--- src/rtl/wb_axi_burst_bridge.sv ---
// wb_axi_burst_bridge: Wishbone B4 slave to AXI4 master; incrementing WB reads become AXI INCR
// prefetch bursts, writes stay single narrow beats steered onto the wide AXI data lanes.
module wb_axi_burst_bridge #(
   parameter int WB_DATA_WIDTH  = 32,
   parameter int AXI_DATA_WIDTH = 64,
   parameter int ADDR_WIDTH     = 28,
   parameter int AXI_ID_WIDTH   = 2,
   parameter int AXI_ID         = 0,
   parameter int READ_BURST_LEN = 8
) (
   input  logic                        clk,
   input  logic                        rst_n,
   input  logic                        wb_cyc_i,
   input  logic                        wb_stb_i,
   input  logic                        wb_we_i,
   input  logic [ADDR_WIDTH-1:0]       wb_adr_i,
   input  logic [WB_DATA_WIDTH-1:0]    wb_dat_i,
   input  logic [WB_DATA_WIDTH/8-1:0]  wb_sel_i,
   input  logic [2:0]                  wb_cti_i,
   input  logic [1:0]                  wb_bte_i,
   output logic                        wb_ack_o,
   output logic                        wb_err_o,
   output logic                        wb_rty_o,
   output logic [WB_DATA_WIDTH-1:0]    wb_dat_o,
   output logic [AXI_ID_WIDTH-1:0]     m_axi_awid_o,
   output logic [ADDR_WIDTH-1:0]       m_axi_awaddr_o,
   output logic [7:0]                  m_axi_awlen_o,
   output logic [2:0]                  m_axi_awsize_o,
   output logic [1:0]                  m_axi_awburst_o,
   output logic [3:0]                  m_axi_awcache_o,
   output logic [2:0]                  m_axi_awprot_o,
   output logic [3:0]                  m_axi_awqos_o,
   output logic                        m_axi_awvalid_o,
   input  logic                        m_axi_awready_i,
   output logic [AXI_DATA_WIDTH-1:0]   m_axi_wdata_o,
   output logic [AXI_DATA_WIDTH/8-1:0] m_axi_wstrb_o,
   output logic                        m_axi_wlast_o,
   output logic                        m_axi_wvalid_o,
   input  logic                        m_axi_wready_i,
   input  logic [AXI_ID_WIDTH-1:0]     m_axi_bid_i,
   input  logic [1:0]                  m_axi_bresp_i,
   input  logic                        m_axi_bvalid_i,
   output logic                        m_axi_bready_o,
   output logic [AXI_ID_WIDTH-1:0]     m_axi_arid_o,
   output logic [ADDR_WIDTH-1:0]       m_axi_araddr_o,
   output logic [7:0]                  m_axi_arlen_o,
   output logic [2:0]                  m_axi_arsize_o,
   output logic [1:0]                  m_axi_arburst_o,
   output logic [3:0]                  m_axi_arcache_o,
   output logic [2:0]                  m_axi_arprot_o,
   output logic [3:0]                  m_axi_arqos_o,
   output logic                        m_axi_arvalid_o,
   input  logic                        m_axi_arready_i,
   input  logic [AXI_ID_WIDTH-1:0]     m_axi_rid_i,
   input  logic [AXI_DATA_WIDTH-1:0]   m_axi_rdata_i,
   input  logic [1:0]                  m_axi_rresp_i,
   input  logic                        m_axi_rlast_i,
   input  logic                        m_axi_rvalid_i,
   output logic                        m_axi_rready_o
);
   localparam int WBB   = WB_DATA_WIDTH / 8;
   localparam int SBB   = AXI_DATA_WIDTH / 8;
   localparam int RATIO = AXI_DATA_WIDTH / WB_DATA_WIDTH;
   localparam int SZ    = $clog2(WBB);
   localparam int LW    = (RATIO > 1) ? $clog2(RATIO) : 1;

   typedef enum logic [2:0] {IDLE, WR, WR_RESP, RD_ADDR, RD_DATA, RD_DRAIN} state_e;

   state_e                   state_q, state_d;
   logic [ADDR_WIDTH-1:0]    adr_q, adr_d;
   logic [WB_DATA_WIDTH-1:0] dat_q, dat_d;
   logic [WBB-1:0]           sel_q, sel_d;
   logic [7:0]               arlen_q, arlen_d;
   logic                     awdone_q, awdone_d, wdone_q, wdone_d;
   logic [LW-1:0]            lane;
   logic [12:0]              rem, cap, beats;
   logic                     live, match, unused_ok;

   assign live  = wb_cyc_i & wb_stb_i;
   assign match = live & ~wb_we_i & (wb_adr_i == adr_q);
   assign lane  = adr_q[SZ +: LW] & LW'(RATIO - 1);
   // prefetch never crosses a 4 KB page, as AXI forbids
   assign rem   = 13'd4096 - {1'b0, wb_adr_i[11:0]};
   assign cap   = rem >> SZ;
   assign beats = (wb_cti_i == 3'b010 && wb_bte_i == 2'b00)
                ? ((cap > 13'(READ_BURST_LEN)) ? 13'(READ_BURST_LEN) : cap) : 13'd1;

   assign wb_rty_o        = 1'b0;
   assign m_axi_awid_o    = AXI_ID_WIDTH'(AXI_ID);
   assign m_axi_awaddr_o  = adr_q;
   assign m_axi_awlen_o   = 8'd0;
   assign m_axi_awsize_o  = 3'(SZ);
   assign m_axi_awburst_o = 2'b01;
   assign m_axi_awcache_o = 4'b0000;
   assign m_axi_awprot_o  = 3'b010;
   assign m_axi_awqos_o   = 4'd0;
   assign m_axi_wdata_o   = {RATIO{dat_q}};
   assign m_axi_wstrb_o   = SBB'(sel_q) << (lane * WBB);
   assign m_axi_wlast_o   = 1'b1;
   assign m_axi_arid_o    = AXI_ID_WIDTH'(AXI_ID);
   assign m_axi_araddr_o  = adr_q;
   assign m_axi_arlen_o   = arlen_q;
   assign m_axi_arsize_o  = 3'(SZ);
   assign m_axi_arburst_o = 2'b01;
   assign m_axi_arcache_o = 4'b0000;
   assign m_axi_arprot_o  = 3'b010;
   assign m_axi_arqos_o   = 4'd0;
   assign unused_ok       = ^{m_axi_bid_i, m_axi_rid_i, m_axi_bresp_i[0], m_axi_rresp_i[0]};

   always_ff @(posedge clk or negedge rst_n) begin
      if (!rst_n) begin
         state_q  <= IDLE;
         adr_q    <= '0;
         dat_q    <= '0;
         sel_q    <= '0;
         arlen_q  <= '0;
         awdone_q <= 1'b0;
         wdone_q  <= 1'b0;
      end else begin
         state_q  <= state_d;
         adr_q    <= adr_d;
         dat_q    <= dat_d;
         sel_q    <= sel_d;
         arlen_q  <= arlen_d;
         awdone_q <= awdone_d;
         wdone_q  <= wdone_d;
      end
   end

   always_comb begin
      state_d         = state_q;
      adr_d           = adr_q;
      dat_d           = dat_q;
      sel_d           = sel_q;
      arlen_d         = arlen_q;
      awdone_d        = awdone_q;
      wdone_d         = wdone_q;
      m_axi_awvalid_o = 1'b0;
      m_axi_wvalid_o  = 1'b0;
      m_axi_bready_o  = 1'b0;
      m_axi_arvalid_o = 1'b0;
      m_axi_rready_o  = 1'b0;
      wb_ack_o        = 1'b0;
      wb_err_o        = 1'b0;
      wb_dat_o        = '0;
      case (state_q)
         IDLE: if (live) begin
            adr_d    = wb_adr_i;
            dat_d    = wb_dat_i;
            sel_d    = wb_sel_i;
            arlen_d  = 8'(beats - 13'd1);
            awdone_d = 1'b0;
            wdone_d  = 1'b0;
            state_d  = wb_we_i ? WR : RD_ADDR;
         end
         WR: begin
            m_axi_awvalid_o = ~awdone_q;
            m_axi_wvalid_o  = ~wdone_q;
            awdone_d        = awdone_q | m_axi_awready_i;
            wdone_d         = wdone_q | m_axi_wready_i;
            state_d         = (awdone_d & wdone_d) ? WR_RESP : WR;
         end
         WR_RESP: begin
            m_axi_bready_o = 1'b1;
            wb_ack_o       = m_axi_bvalid_i & live & ~m_axi_bresp_i[1];
            wb_err_o       = m_axi_bvalid_i & live & m_axi_bresp_i[1];
            state_d        = m_axi_bvalid_i ? IDLE : WR_RESP;
         end
         RD_ADDR: begin
            m_axi_arvalid_o = 1'b1;
            state_d         = m_axi_arready_i ? RD_DATA : RD_ADDR;
         end
         RD_DATA: begin
            m_axi_rready_o = match;
            if (m_axi_rvalid_i & match) begin
               wb_ack_o = ~m_axi_rresp_i[1];
               wb_err_o = m_axi_rresp_i[1];
               wb_dat_o = WB_DATA_WIDTH'(m_axi_rdata_i >> (lane * WB_DATA_WIDTH));
               adr_d    = adr_q + ADDR_WIDTH'(WBB);
               state_d  = m_axi_rlast_i ? IDLE
                        : ((m_axi_rresp_i[1] | (wb_cti_i == 3'b111)) ? RD_DRAIN : RD_DATA);
            end else if (!match) begin
               state_d = RD_DRAIN;
            end
         end
         RD_DRAIN: begin
            m_axi_rready_o = 1'b1;
            state_d        = (m_axi_rvalid_i & m_axi_rlast_i) ? IDLE : RD_DRAIN;
         end
         default: state_d = IDLE;
      endcase
   end
endmodule

--- config.mk ---
export PLATFORM = sky130hd
export DESIGN_NAME = wb_axi_burst_bridge
export DESIGN_NICKNAME = d
export VERILOG_FILES = /design/src/rtl/wb_axi_burst_bridge.sv
export SDC_FILE = /design/constraint.sdc
export NUM_CORES = 1
export LEC_CHECK = 0
export CAP_MARGIN = 20
export CORE_AREA = 5 5 142 144
export DETAILED_ROUTE_END_ITERATION = 10
export DIE_AREA = 0 0 147 149
export DONT_BUFFER_PORTS = 1
export GPL_TIMING_DRIVEN = 0
export HOLD_SLACK_MARGIN = 0.1
export PLACE_DENSITY = 0.41
export SLEW_MARGIN = 20
export SYNTH_ARGS = -nofsm -noshare
export SYNTH_HDL_FRONTEND = slang
export SYNTH_SLANG_ARGS = --single-unit
export TNS_END_PERCENT = 1
--- constraint.sdc ---
create_clock -name clk -period 3.4 [get_ports clk]
set_input_delay 0.34 -clock clk [delete_from_list [all_inputs] [get_ports clk]]
set_output_delay 0.34 -clock clk [all_outputs]
set_load 0.005 [all_outputs]
==> impl_metrics.py <==
metrics = {
    "layout": {
        "layout-drive-gt1-share_pct": 18.4,
        "area.sequential_um2": 1930,
        "post-route-util_pct": 37.0,
        "multi_input_area_um2": 2910,
        "diodes": 0,
        "fin_nets": 965,
        "nFillCells": 1948,
        "synthToLayoutAreaGrowth_pct": 20.9,
    },
    "status": {
        "status": "finished clean",
    },
    "logic_synthesis": {
        "synth-seq-area-share_pct": 33.9,
        "synth_warnings": 0,
        "yosysMostFrequentCell": "nand2_1",
        "synthArstFlopShare_pct": 100,
        "yosysTopAreaCellShare_pct": 33.9,
        "netlist_area_um2": 5690,
        "synthTopCellsByArea": "dfrtp_1, buf_4, nand2_1, mux2i_1, nor2_1",
        "ys_ff_latch": 77,
        "syn_area_per_cell_um2": 7.90,
        "synth-edff-count": 0,
        "ys_top_cells_by_count": "nand2_1, buf_4, dfrtp_1",
        "netlist_instances": 720,
        "ys_types": 67,
        "yosysTopAreaCell": "dfrtp_1",
        "synthFlopType": "dfrtp_1",
    },
    "worst_hold_path": {
        "hold_path_end": "dat_q[29]",
        "hold_path_depth": 2,
        "worstHoldStart": "wb_dat_i[29]",
        "hold_class": "in -> reg",
    },
    "floorplan": {
        "start_util_pct": 30.6,
        "rows": 50,
        "die_area_um2": 21900,
        "ios": 373,
        "die_h_um": 149,
        "fp.coreArea_um2": 18600,
        "fp.dieW_um": 147,
    },
    "routing": {
        "wl_um": 22600,
        "num_vias": 5258,
        "routedWlPerCell_um": 21.5,
        "drt-initial-drc-count": 377,
        "ant_nets": 0,
        "via_per_inst": 5.01,
        "route.detailed.drc": 0,
        "first_pass_iters": 5,
    },
    "worst_setup_path": {
        "required_ns": 3.06,
        "r2r_slack_ns": 0.39,
        "crit-reg2reg-capture": "m_axi_araddr_o[24]",
        "path_class": "reg -> out",
        "cp.arrival_ns": 2.89,
        "critPathMaxFanout": 10,
        "r2r_start": "m_axi_araddr_o[3]",
        "cp-end-kind": "output pin",
        "startpoint_type": "flip-flop",
        "r2r_cells": 7,
    },
    "global_routing": {
        "grt_pass1_vias": 5386,
        "grt_overflow": 0,
        "grt_pass1_wl_um": 33000,
        "antenna_found_initial": 0,
        "grt_use_total_pct": 19.8,
        "grt_max_degree": 78,
    },
    "timing": {
        "hold_viol": 0,
        "max_freq_mhz": 310,
        "tightest_slew_ns": 0.968,
        "fin_setup_tns_ns": 0,
        "skew_ns": 0.00794,
        "holdWs_ns": 0.113,
        "rsz0062_at_grt": "no",
        "max_slew_margin_pct": 34.9,
        "finalCritPeriodShare_pct": 94.9,
        "fin_crit_ns": 3.23,
        "drv_slew": 0,
        "worst_slack_ns": 0.173,
        "finalSetupViolations": 0,
    },
    "placed_design": {
        "pre_cts_slack_ns": 0.248,
        "portBuffers": 0,
        "dp_hpwl_um": 18000,
        "place_congestion": 0.854,
    },
    "clock_network": {
        "cts_buffers": 9,
        "root_buffer": "clkbuf_16",
        "clk_path_buf_depth": 2,
        "cts_setup_buffers": 0,
        "clock_sinks": 77,
        "clkSlewWorstSetupHoldPaths_ns": 0.06,
        "clock_latency_ns": 0.35,
        "cts_tree": "done",
        "cts_max_level": 3,
    },
    "power_and_ir_drop": {
        "p_leak_nw": 3.41,
        "powerDensity_nw_per_um2": 783,
        "peakVddDrop_v": 0.000221,
    },
    "flow_run": {
        "maxCapViolations": 0,
    },
}
cell type report:
class	instances	share of cell area, %
plain buffers	143	13.9
clock buffers	10	3.47
clock inverters	6	1.36
inverters	22	1.20
multi-input cells	522	42.3
flip-flops and latches	77	28.0
well taps	234	4.26
repair buffers	36	5.49
layer usage:
metal,GRT usage (%),up-vias,wire (um)
met5,0,-,0
met4,6.85,0,562
met3,4.71,35,1810
met2,35.3,283,11600
met1,23.2,2472,8660
li1,-,2468,-
cells in the final DEF (no fill, tap or decap), drive strengths merged, types with 3 or more instances in the layout:
| cell | n |
|---|---|
| nor4 | 4 |
| nor3b | 4 |
| nor2b | 11 |
| o31ai | 3 |
| o21ai | 24 |
| nand2 | 159 |
| dlygate4sd3 | 35 |
| nor2 | 61 |
| o21a | 4 |
| nor3 | 9 |
| o211ai | 4 |
| or3 | 4 |
| or2 | 4 |
| o22ai | 6 |
| buf | 115 |
| xor2 | 12 |
| conb | 46 |
| nand3 | 10 |
| and2 | 9 |
| and4 | 4 |
| a31o | 6 |
| o311ai | 3 |
| dfrtp | 77 |
| a21o | 4 |
| a21oi | 16 |
| nand4 | 17 |
| xnor2 | 11 |
| inv | 24 |
| mux2i | 32 |
| nand2b | 7 |
| a31oi | 5 |
| a221oi | 3 |
| clkbuf | 39 |
cell families (layout without fill, tap and decap cells):
kind of cell,after synthesis,after routing,share of synthesized area [%]
simple gates,313,313,25.0
compound gates,105,105,12.9
buf+inv,165,217,18.1
mux,33,33,6.03
flops,77,77,33.9
xor+xnor,23,23,3.54
other cells,2,46,0.132
fa+ha+maj,2,2,0.440
power breakdown:
group	internal (W)	leakage (nW)	switching, W	total, W
Sequential	0.00131	0.933	0.000626	0.00193
Combinational	0.00114	2.32	0.00122	0.00236
Clock	0.000670	0.160	0.000419	0.00109
Total	0.00312	3.41	0.00227	0.00539
metrics by stage:
step                cell area (um^2)  total power, W  cells
floorplan                       5850         0.00360    764
global placement                6150         0.00423    998
detailed placement              6150         0.00427    998
CTS                             6860         0.00544   1050
global route                    6880         0.00581   1050
finish                          6880         0.00539   1050
repair_timing:
item | 4_1_cts | 5_1_grt
setup endpoints to repair | 10 | 14
resized for setup | 3 | 5
hold buffers | 36 | 0
endpoints found under the hold margin | 111 | 0
sequential cells by signal (all words and copies together), names as in the netlist:
signal	count
m_axi_arlen_o	8
awdone_q	1
state_q	3
dat_q	32
sel_q	4
wdone_q	1
m_axi_araddr_o	28
critical path, cell delays in order, from the launching register on:
cell and delay [ns]:
dfrtp_1 0.61, xnor2_2 0.18, nand4_1 0.18, or4_1 0.53, nand4bb_1 0.23, clkbuf_2 0.26
clkbuf_4 0.29, o21ai_0 0.26
how the worst max path moves through the flow:
stage                        from           end  slack [ns]
6_report       m_axi_araddr_o[11]      wb_ack_o        0.17
3_5_place_dp   m_axi_araddr_o[11]   wb_dat_o[0]        0.25
3_3_place_gp   m_axi_araddr_o[11]  wb_dat_o[31]        0.22
2_1_floorplan  m_axi_araddr_o[17]      wb_ack_o        1.00
4_1_cts        m_axi_araddr_o[11]   wb_dat_o[0]        0.01
5_1_grt        m_axi_araddr_o[11]  wb_dat_o[13]        0.03
Power figures use the tool's default switching activity.
